`src/rtl/uart_char_tx.sv`:
```
`default_nettype none
// ============================================================================
// Module   : uart_char_tx
// Purpose  : Single-character UART transmitter. A character is accepted when
//            load=1 while ready=1, then sent as start bit (0), eight data
//            bits LSB first, optional even-parity bit and stop bit (1). Every
//            bit lasts CLKS_PER_BIT clk cycles. charSent pulses on the last
//            cycle of the stop bit and ready returns on the following cycle.
// Options  : define UART_CHAR_TX_PARITY_EN to insert an even-parity bit
//            between the data bits and the stop bit (11-bit frame instead
//            of 10-bit frame).
// Ports    : clk      - rising-edge clock
//            rst      - synchronous reset, active low
//            data_in  - character to send, sampled only on acceptance
//            load     - request to send data_in
//            ready    - high when a load will be accepted (IDLE only)
//            tx       - registered serial line, idle high
//            charSent - one-cycle pulse on the final cycle of a frame
// Revision : 1.0 - initial release
// ============================================================================
module uart_char_tx #(
  parameter int CLKS_PER_BIT = 16
) (
  input  logic       clk,
  input  logic       rst,
  input  logic [7:0] data_in,
  input  logic       load,
  output logic       ready,
  output logic       tx,
  output logic       charSent
);

  localparam int BW = (CLKS_PER_BIT > 1) ? $clog2(CLKS_PER_BIT) : 1;
  localparam logic [BW-1:0] c_BIT_LAST   = BW'(CLKS_PER_BIT - 1);
  // charSent is registered, so it is raised one cycle before the stop bit ends
  localparam logic [BW-1:0] c_BIT_PENULT = BW'(CLKS_PER_BIT - 2);

`ifdef UART_CHAR_TX_PARITY_EN
  typedef enum logic [2:0] {
    S_IDLE   = 3'd0,
    S_START  = 3'd1,
    S_DATA   = 3'd2,
    S_PARITY = 3'd3,
    S_STOP   = 3'd4
  } state_t;
`else
  typedef enum logic [2:0] {
    S_IDLE   = 3'd0,
    S_START  = 3'd1,
    S_DATA   = 3'd2,
    S_STOP   = 3'd4
  } state_t;
`endif

  state_t          r_state;
  logic [BW-1:0]   r_baud;
  logic [2:0]      r_idx;
  logic [7:0]      r_shift;
  logic            r_tx;
  logic            r_ready;
  logic            r_charSent;
`ifdef UART_CHAR_TX_PARITY_EN
  logic            r_parity;
`endif

  logic            w_bit_end;

  assign w_bit_end = (r_baud == c_BIT_LAST);

  assign ready    = r_ready;
  assign tx       = r_tx;
  assign charSent = r_charSent;

  always_ff @(posedge clk) begin
    if (!rst) begin
      r_state    <= S_IDLE;
      r_baud     <= '0;
      r_idx      <= '0;
      r_shift    <= '0;
      r_tx       <= 1'b1;
      r_ready    <= 1'b1;
      r_charSent <= 1'b0;
`ifdef UART_CHAR_TX_PARITY_EN
      r_parity   <= 1'b0;
`endif
    end else begin
      r_charSent <= 1'b0;

      // Baud counter runs in every bit state and wraps to zero at the end of
      // each bit, so every new bit starts from a cleared count.
      if (r_state != S_IDLE) begin
        r_baud <= w_bit_end ? '0 : r_baud + 1'b1;
      end

      case (r_state)
        S_IDLE: begin
          r_tx <= 1'b1;
          if (load) begin
            r_shift <= data_in;
            r_baud  <= '0;
            r_idx   <= '0;
            r_tx    <= 1'b0;
            r_ready <= 1'b0;
            r_state <= S_START;
`ifdef UART_CHAR_TX_PARITY_EN
            r_parity <= ^data_in;
`endif
          end
        end

        S_START: begin
          if (w_bit_end) begin
            r_state <= S_DATA;
            r_tx    <= r_shift[0];
          end
        end

        S_DATA: begin
          if (w_bit_end) begin
            if (r_idx == 3'd7) begin
`ifdef UART_CHAR_TX_PARITY_EN
              r_state <= S_PARITY;
              r_tx    <= r_parity;
`else
              r_state <= S_STOP;
              r_tx    <= 1'b1;
`endif
            end else begin
              // r_shift[1] is the bit that sits in r_shift[0] after this shift
              r_idx   <= r_idx + 3'd1;
              r_shift <= {1'b0, r_shift[7:1]};
              r_tx    <= r_shift[1];
            end
          end
        end

`ifdef UART_CHAR_TX_PARITY_EN
        S_PARITY: begin
          if (w_bit_end) begin
            r_state <= S_STOP;
            r_tx    <= 1'b1;
          end
        end
`endif

        S_STOP: begin
          if (r_baud == c_BIT_PENULT) begin
            r_charSent <= 1'b1;
          end
          if (w_bit_end) begin
            r_state <= S_IDLE;
            r_ready <= 1'b1;
          end
        end

        default: begin
          r_state <= S_IDLE;
          r_tx    <= 1'b1;
          r_ready <= 1'b1;
          r_baud  <= '0;
        end
      endcase
    end
  end

endmodule
`default_nettype wire

```
`config.mk`:
```
export PLATFORM = sky130hd
export DESIGN_NAME = uart_char_tx
export DESIGN_NICKNAME = d
export VERILOG_FILES = /design/src/rtl/uart_char_tx.sv
export SDC_FILE = /design/constraint.sdc
export NUM_CORES = 1
export LEC_CHECK = 0
export CAP_MARGIN = 20
export CELL_PAD_IN_SITES_DETAIL_PLACEMENT = 0
export CELL_PAD_IN_SITES_GLOBAL_PLACEMENT = 1
export CORE_MARGIN = 2
export CORE_UTILIZATION = 43
export DETAILED_ROUTE_END_ITERATION = 10
export GPL_TIMING_DRIVEN = 0
export PLACE_DENSITY_LB_ADDON = 0.05
export SLEW_MARGIN = 10
export SYNTH_ARGS = -nofsm -noshare
export SYNTH_HDL_FRONTEND = slang
export SYNTH_SLANG_ARGS = --single-unit
```
`constraint.sdc`:
```
create_clock -name clk -period 4.1 [get_ports clk]
set_input_delay 0.82 -clock clk [delete_from_list [all_inputs] [get_ports clk]]
set_output_delay 0.82 -clock clk [all_outputs]
set_load 0.005 [all_outputs]
```
==> Yosys cells after proc, flatten, opt, wreduce, memory -nomap -nowiden <==
Index checks and enable logic that the tools add are counted.
W data, S select, Z words.
{ "word_totals": {"ff_bits": 21, "in_bits": 11, "out_inout_bits": 3, "word_cells": 60} }
{ "classes": {"n_addsub": 2, "n_eq_ne": 12, "mux": 27, "bitwise_logic": 2, "n_reduce_logical": 10} }
{ "ops": {"columns": ["cell", "count"], "rows": [
  ["$mux W3", 8],
  ["$mux W8", 3],
  ["$pmux W8 S2", 1],
  ["$mux W4", 3],
  ["$ne A2 B2 Y1 const B", 6],
  ["$pmux W3 S4", 1],
  ["$eq A4 B4 Y1 const B", 2],
  ["$pmux W4 S2", 1],
  ["$mux W1", 7],
  ["$eq A3 B3 Y1 const B", 2],
  ["$pmux W3 S2", 1],
  ["$reduce_and A3 Y1", 2],
  ["$reduce_and A5 Y1", 1],
  ["$add A4 B1 Y4 const B", 1],
  ["$pmux W1 S4", 1],
  ["$reduce_and A4 Y1", 1],
  ["$add A3 B1 Y3 const B", 1],
  ["$eq A3 B1 Y1 const B", 1],
  ["$eq A3 B2 Y1 const B", 1],
  ["$logic_not A3 Y1", 1],
  ["$pmux W1 S3", 1],
  ["$reduce_bool A3 Y1", 1],
  ["$reduce_or A3 Y1", 1],
  ["$not A1 Y1", 2],
  ["3 further kinds", 3]
]} }

==> Depth between registers and ports, before layout <==
Gate-level depths: netlist of run 1.
{ "depth": {"depth_word": 5, "depth_mapped": 7} }

==> Worst setup path after synthesis of run 1 <==
Ideal clock, no wire load.
{ "synth_timing": {"path_type": "input port to flip-flop", "from": "in load", "to": "reg r_idx[1]", "setup_time_ns": 0.128, "arrival_time_ns": 1.689, "path_slack_ns": 2.283, "path_stages": 5, "n_path_buf": 1, "cell_sequence": "or4b_4 buf_6 and2_0 mux2i_1 nor2_1"} }
{ "synth_between": {"elab_chain_len": 2} }
{ "synth_rtl": {"columns": ["element", "line_no", "text"], "rows": [
  ["from (decl)", "27", "input logic load,"],
  ["$ne A2 B2 Y1 (no source line)", null, null],
  ["$reduce_and A4 Y1 (no source line)", null, null],
  ["to (signal assigned)", "130", "r_idx <= r_idx + 3'd1;"],
  ["to (decl)", "57", "logic [2:0] r_idx;"]
]} }
No other way between the ends.
A chain may end at the register's enable or synchronous reset.

==> Worst setup path after layout of run 1 <==
Same ends and word-level chain as after synthesis.

==> results of run 1 <==
cell type report:
| cell class | count | area (sq um) |
|---|---|---|
| Multi-Input combinational cell | 95 | 627 |
| Fill cell | 252 | 1160 |
| Buffer | 10 | 63.8 |
| Timing Repair Buffer | 13 | 130 |
| Sequential cell | 21 | 420 |
| Tap cell | 30 | 37.5 |
| Inverter | 3 | 11.3 |
| Clock buffer | 4 | 26.3 |
how the worst max path moves through the flow:
| stage | startpoint | to | slack, ns | cells after the start |
|---|---|---|---|---|
| finish | load | r_idx[1]$_SDFFE_PN0P_ | 1.96 | 6 |
| global route | load | r_idx[1]$_SDFFE_PN0P_ | 1.91 | 6 |
| floorplan | load | r_idx[1]$_SDFFE_PN0P_ | 2.28 | 5 |
| global placement | load | r_idx[2]$_SDFFE_PN0P_ | 1.67 | 6 |
| CTS | load | r_idx[1]$_SDFFE_PN0P_ | 1.97 | 6 |
| detailed placement | load | r_idx[2]$_SDFFE_PN0P_ | 1.63 | 6 |
registers in the layout, indices dropped and copies added, names as in the netlist:
register	count
charSent	1
r_baud	4
r_idx	3
r_shift	8
r_state	3
ready	1
tx	1
critical path, cell delays in order:
cell and delay, ns:
clkdlybuf4s50_1 0.55, or4b_4 0.48, buf_6 0.15, and2_0 0.14, mux2i_1 0.13, nor2_1 0.05
power breakdown:
group	internal (mW)	switching (mW)
Sequential	0.214	0.00587
Clock	0.0379	0.0627
Combinational	0.0326	0.0298
layout by cell type (no fill, tap or decap), drive strengths merged, types with 6 or more instances in the layout:
master	n
nor2	17
clkbuf	7
a211oi	7
nor3	6
a21oi	11
clkdlybuf4s50	13
dfxtp	21
mux2i	9
nand2b	6
buf	7
per-layer routing:
| layer | share of wire [%] | GRT usage [%] | up-vias |
|---|---|---|---|
| li1 | - | - | 504 |
| met4 | 1.4 | 8.54 | 0 |
| met3 | 3.1 | 2.42 | 4 |
| met1 | 46 | 22.4 | 454 |
| met2 | 49 | 31.5 | 17 |
| met5 | 0 | 0 | - |
cells by family after synthesis:
| family | synth area share, % |
|---|---|
| and+or+nand+nor | 23.7 |
| AOI/OAI and AO/OA | 18.8 |
| DFF | 37.5 |
| buffers and inverters | 6.69 |
| muxes | 8.03 |
| adders and majority gates | 4.46 |
| xor gates and xnor gates | 0.781 |
==> run metrics, run 1 <==
status=complete, no violations; WP data required=~4.3 ns; initial detailed-routing violation count=15; Final Cell Area=0.00132 sq mm; clock tree buffer depth=2; post-route ant nets=0; count leader, synth=dfxtp_1; Post-Syn Instances=129; Core Box Area=0.00248 sq mm; Fin Setup TNS=0 ns; initial antenna violation count=0; Place WS=1.63 ns; Worst-Skew Late Latency=around 0.30 ns; power consumption=383 uW; area delta synth->final=17.3%; Reg2Reg Depth=7; CTS Root Cell=clkbuf_4; Most used DFF post-synth=dfxtp_1; crit-path max FO=7; Final Critical Period=2.14 ns; Rel. slew slack=a little under three quarters; non-filler cells, final=between 150 and 200; Slew @ Worst Pin=about 0.42 ns; Total Routing Usage GR=between 10% and 20%; skew final=approximately 0.0061 ns; Max Freq=468 MHz; Max Slew Vio Count=0; layout cell share with drive strength beyond 1=10.3%; RSZ-0062 raised after global routing=no; worst vdd ir=about 0.00019 V; Num CTS Buffers=3; routed len/inst=13.4 um; Initial Util=45.3%; Netlist cell types=35; Pwr Density=291 mW/mm^2; max-cap violation count=0; Post-Route Utilization=53.1%; WHS Path Cells=1; average vias per placed instance=approximately 5.6; endpoint type of the worst setup path=flip-flop; Min-Delay Startpoint=r_idx[0]$_SDFFE_PN0P_; Via Count=~980; top post-synthesis cells by count=dfxtp_1, nor2_1, a21oi_1, mux2i_1, a211oi_1; WL final=2360 um; ranking of synthesized cells by area=dfxtp_1, mux2i_1, nor2_1; gpl congestion=0.872; register area share after synthesis=37.5%; Yosys reg bits=21; Synth async-reset ratio=0%; yosys warns=0; Worst EP arrival=between 2 and 2.5 ns; placed insts=172; pin count of the biggest net entering global routing=12; final-report hold violation count=0; Antenna Cells=0; Die Ht=55.1 um; DP Wirelength=1790 um; EDFF count, synth=0; Top Ports=14; # hold bufs at CTS=0; Hold Crit Endpoint=r_idx[0]$_SDFFE_PN0P_; num rows=18; CTS sink cnt=21; top-area cell type share of the netlist area=37.5%; CTS tree=built; total gr overflow=0; kind of critical path=in2reg; htree depth=1; Setup Buffers After CTS=0; Reg-to-Reg Start=r_baud[0]$_SDFF_PN0_; R2R Path End=r_shift[6]$_SDFFE_PN0P_; syn nets=144; crit start category=input port; fin nets=162; first-pass GRT wire length=approximately 3900 um; hold crit path type=reg2reg; die area=0.00303 sq mm; Clk pin slew, worst setup/hold paths=0.11 ns; reg-to-reg setup timing slack=2.30 ns; Finish-stage setup viols=0; Port Buffers=13; Leak Pwr=0.489 nW; placed instance area=around 0.0013 sq mm; DRC Markers=0; Fin Hold WS=0.494 ns; leading area contributor after synthesis=dfxtp_1; Die X=55.1 um; Post-Syn Area=0.00112 sq mm; Post-CTS Resized=0; setup slack after layout=1.96 ns; vias in the first global route=842; Mean Syn Cell Area=8.70 sq um; First-pass DRT Iterations=4; fin crit share=52.2%
Power figures use the tool's default switching activity.
==> run 2, diff against run 1 <==
--- a/config.mk
+++ b/config.mk
@@ -9,7 +9,7 @@
 export CELL_PAD_IN_SITES_DETAIL_PLACEMENT = 0
 export CELL_PAD_IN_SITES_GLOBAL_PLACEMENT = 1
 export CORE_MARGIN = 2
-export CORE_UTILIZATION = 43
+export CORE_UTILIZATION = 40
 export DETAILED_ROUTE_END_ITERATION = 10
 export GPL_TIMING_DRIVEN = 0
 export PLACE_DENSITY_LB_ADDON = 0.05
==> constraint.sdc (replaced) <==
create_clock -name clk -period 2 [get_ports clk]
set_input_delay 0.4 -clock clk [delete_from_list [all_inputs] [get_ports clk]]
set_output_delay 0.4 -clock clk [all_outputs]
set_load 0.005 [all_outputs]
==> run 2 against run 1 <==
Effect of this change: register-to-register slack got worse by 2.1 ns; power rose by 100%; critical path depth grew 1; largest power group unchanged; cell area about the same.
==> run metrics, run 2 (synthesis gave the netlist of run 1 again) <==
DP Wirelength=1720 um (was 1790 um); clock tree buffer depth=2 (unchanged); Total Routing Usage GR=16.2% (was 18.3%); DRC Markers=0 (unchanged); crit start category=flip-flop (was input port); worst vdd ir=0.000363 V (was 0.000191 V); Rel. slew slack=71.0% (was 72.0%); WHS Path Cells=2 (was 1); WP buf/inv=2 (unchanged); crit path cell chain=ha_1, and3_1, buf_2, a32o_2, buf_4, nor2_1, a211oi_1 (was clkdlybuf4s50_1, or4b_4, buf_6, and2_0, mux2i_1, nor2_1); Hold Crit Endpoint=charSent$_SDFF_PN0_ (was r_idx[0]$_SDFFE_PN0P_); Finish-stage setup viols=0 (unchanged); max-cap violation count=0 (unchanged); Reg-to-Reg Start=r_baud[0]$_SDFF_PN0_ (unchanged); Core Box Area=0.00271 sq mm (was 0.00248 sq mm); sequential share of power=57.5% (about the same); Pwr Density=596 mW/mm^2 (was 291 mW/mm^2); Gate power share=16.1% (was 16.3%); Fin Setup TNS=0 ns (unchanged); commonest non-fill, non-tap cell in the layout=dfxtp_1 (unchanged); Final Critical Period=between 1.5 and 2 ns; max FFs per register=8 (unchanged); area delta synth->final=17.4% (was 17.3%); gpl congestion=0.841 (was 0.872); reg-to-reg setup timing slack=0.20 ns (was 2.30 ns); htree depth=1 (unchanged); kind of critical path=reg2reg (was in2reg); CP top delay family=flip-flops (was buffers and inverters); Clock power frac=26.3% (about the same); Die Ht=57.0 um (was 55.1 um); CP max stage delay=0.44 ns (was 0.55 ns); Max Slew Vio Count=0 (unchanged); CTS tree=built (unchanged); num rows=19 (was 18); fin nets=162 (unchanged); hold crit path type=reg2reg (unchanged); status=complete, no violations (unchanged); Reg2Reg Depth=7 (unchanged); Port Buffers=13 (unchanged); die area=0.00325 sq mm (was 0.00303 sq mm); Slowest-stage cell, CP=dfxtp_1 (was clkdlybuf4s50_1); post-route ant nets=0 (unchanged); WL final=2380 um (was 2360 um); Internal=584 uW (was 285 uW); # hold bufs at CTS=0 (unchanged); pin count of the biggest net entering global routing=12 (unchanged); Initial Util=41.4% (was 45.3%); Min-Delay Startpoint=r_baud[3]$_SDFF_PN0_ (was r_idx[0]$_SDFFE_PN0P_); R2R Path End=r_shift[4]$_SDFFE_PN0P_ (was r_shift[6]$_SDFFE_PN0P_); final-report hold violation count=0 (unchanged); WP data required=2.22 ns (was 4.29 ns); Antenna Cells=0 (unchanged); RSZ-0062 raised after global routing=no (unchanged); Slew @ Worst Pin=0.435 ns (was 0.420 ns); average vias per placed instance=5.62 (was 5.56); Worst-Skew Late Latency=0.30 ns (about the same); Die X=57.0 um (was 55.1 um); first-pass GRT wire length=4170 um (was 3940 um); CTS sink cnt=21 (unchanged); most frequent cells in the layout=dfxtp_1, nor2_1, clkdlybuf4s50_1, a21oi_1, mux2i_1 (unchanged); skew final=0.00889 ns (was 0.00615 ns); Via Count=995 (was 979); Post-Route Utilization=48.6% (was 53.1%); Net Sw Frac=25.6% (was 25.7%); Post-CTS Resized=0 (unchanged); CTS Root Cell=clkbuf_4 (unchanged); crit-path max FO=10 (was 7); initial antenna violation count=0 (unchanged); Leak Pwr=0.489 nW (unchanged); Setup Buffers After CTS=0 (unchanged); Max Freq=556 MHz; routed len/inst=13.5 um (was 13.4 um); fin crit share=90.0%; Top Ports=14 (unchanged); vias in the first global route=946 (was 842); Reg with most FFs=r_shift (unchanged); Num CTS Buffers=3 (unchanged); total gr overflow=0 (unchanged); Worst EP arrival=2.02 ns (was 2.33 ns); First-pass DRT Iterations=4 (unchanged); initial detailed-routing violation count=23 (was 15); endpoint type of the worst setup path=flip-flop (unchanged); Clk pin slew, worst setup/hold paths=0.11 ns (about the same); top flop regs=r_shift x8, r_baud x4 (unchanged); layout cell share with drive strength beyond 1=10.3% (unchanged); sw power=201 uW (was 98.3 uW); Fin Hold WS=0.507 ns (was 0.494 ns)
[run 2: cell counts in the layout (fill, tap and decap cells not counted)]
No cell type changed its count.
[run 2: tightest hold or removal path, stage by stage (launching register included)]
cell,delay [ns]
dfxtp_1,0.35
nand4_1,0.09
nor2_1,0.04
[run 2: worst max-delay path by stage]
stage	from	end	slack (ns)	cells past startpoint
final	r_baud[0]$_SDFF_PN0_	r_shift[4]$_SDFFE_PN0P_	0.20	7
after floorplan	r_baud[0]$_SDFF_PN0_	r_shift[4]$_SDFFE_PN0P_	0.43	7
after global routing	r_baud[1]$_SDFF_PN0_	r_shift[4]$_SDFFE_PN0P_	0.03	7
after global placement	load	r_idx[1]$_SDFFE_PN0P_	-0.03	6
after detailed placement	load	r_idx[2]$_SDFFE_PN0P_	-0.04	6
after CTS	r_baud[1]$_SDFF_PN0_	r_shift[5]$_SDFFE_PN0P_	0.20	7
[run 2: power by group through the flow]
| stage | Clock (mW) | Combinational, mW | Sequential [mW] |
|---|---|---|---|
| after floorplan | 0 | 0.0812 | 0.459 |
| after global placement | 0 | 0.126 | 0.461 |
| after detailed placement | 0 | 0.127 | 0.461 |
| after CTS | 0.218 | 0.128 | 0.452 |
| after global routing | 0.233 | 0.143 | 0.454 |
| final | 0.207 | 0.127 | 0.452 |
[run 2: per-stage QoR]
step	instance area (sq um)	std cells	setup slack (ns)	power (mW)
finish	1320	177	0.200	0.785
global route	1320	177	0.0343	0.830
CTS	1320	177	0.201	0.798
detailed placement	1290	173	-0.0405	0.588
global placement	1290	173	-0.0284	0.587
floorplan	1120	129	0.430	0.540
[run 2: cell type report]
type / instances / area (sq um)
inverters: 3 / 11.3
well taps: 31 / 38.8
flip-flops and latches: 21 / 420
clock buffers: 4 / 26.3
repair buffers: 13 / 130
fillers: 274 / 1390
multi-input cells: 95 / 627
plain buffers: 10 / 63.8
[run 2: routing by layer]
layer / track usage (%) / up-vias / wire length [um]
met5: 0 / - / 0
met2: 27.3 / 15 / 1150
met3: 2.95 / 2 / 84
met4: 6.98 / 0 / 23
li1: - / 504 / -
met1: 20.3 / 474 / 1130
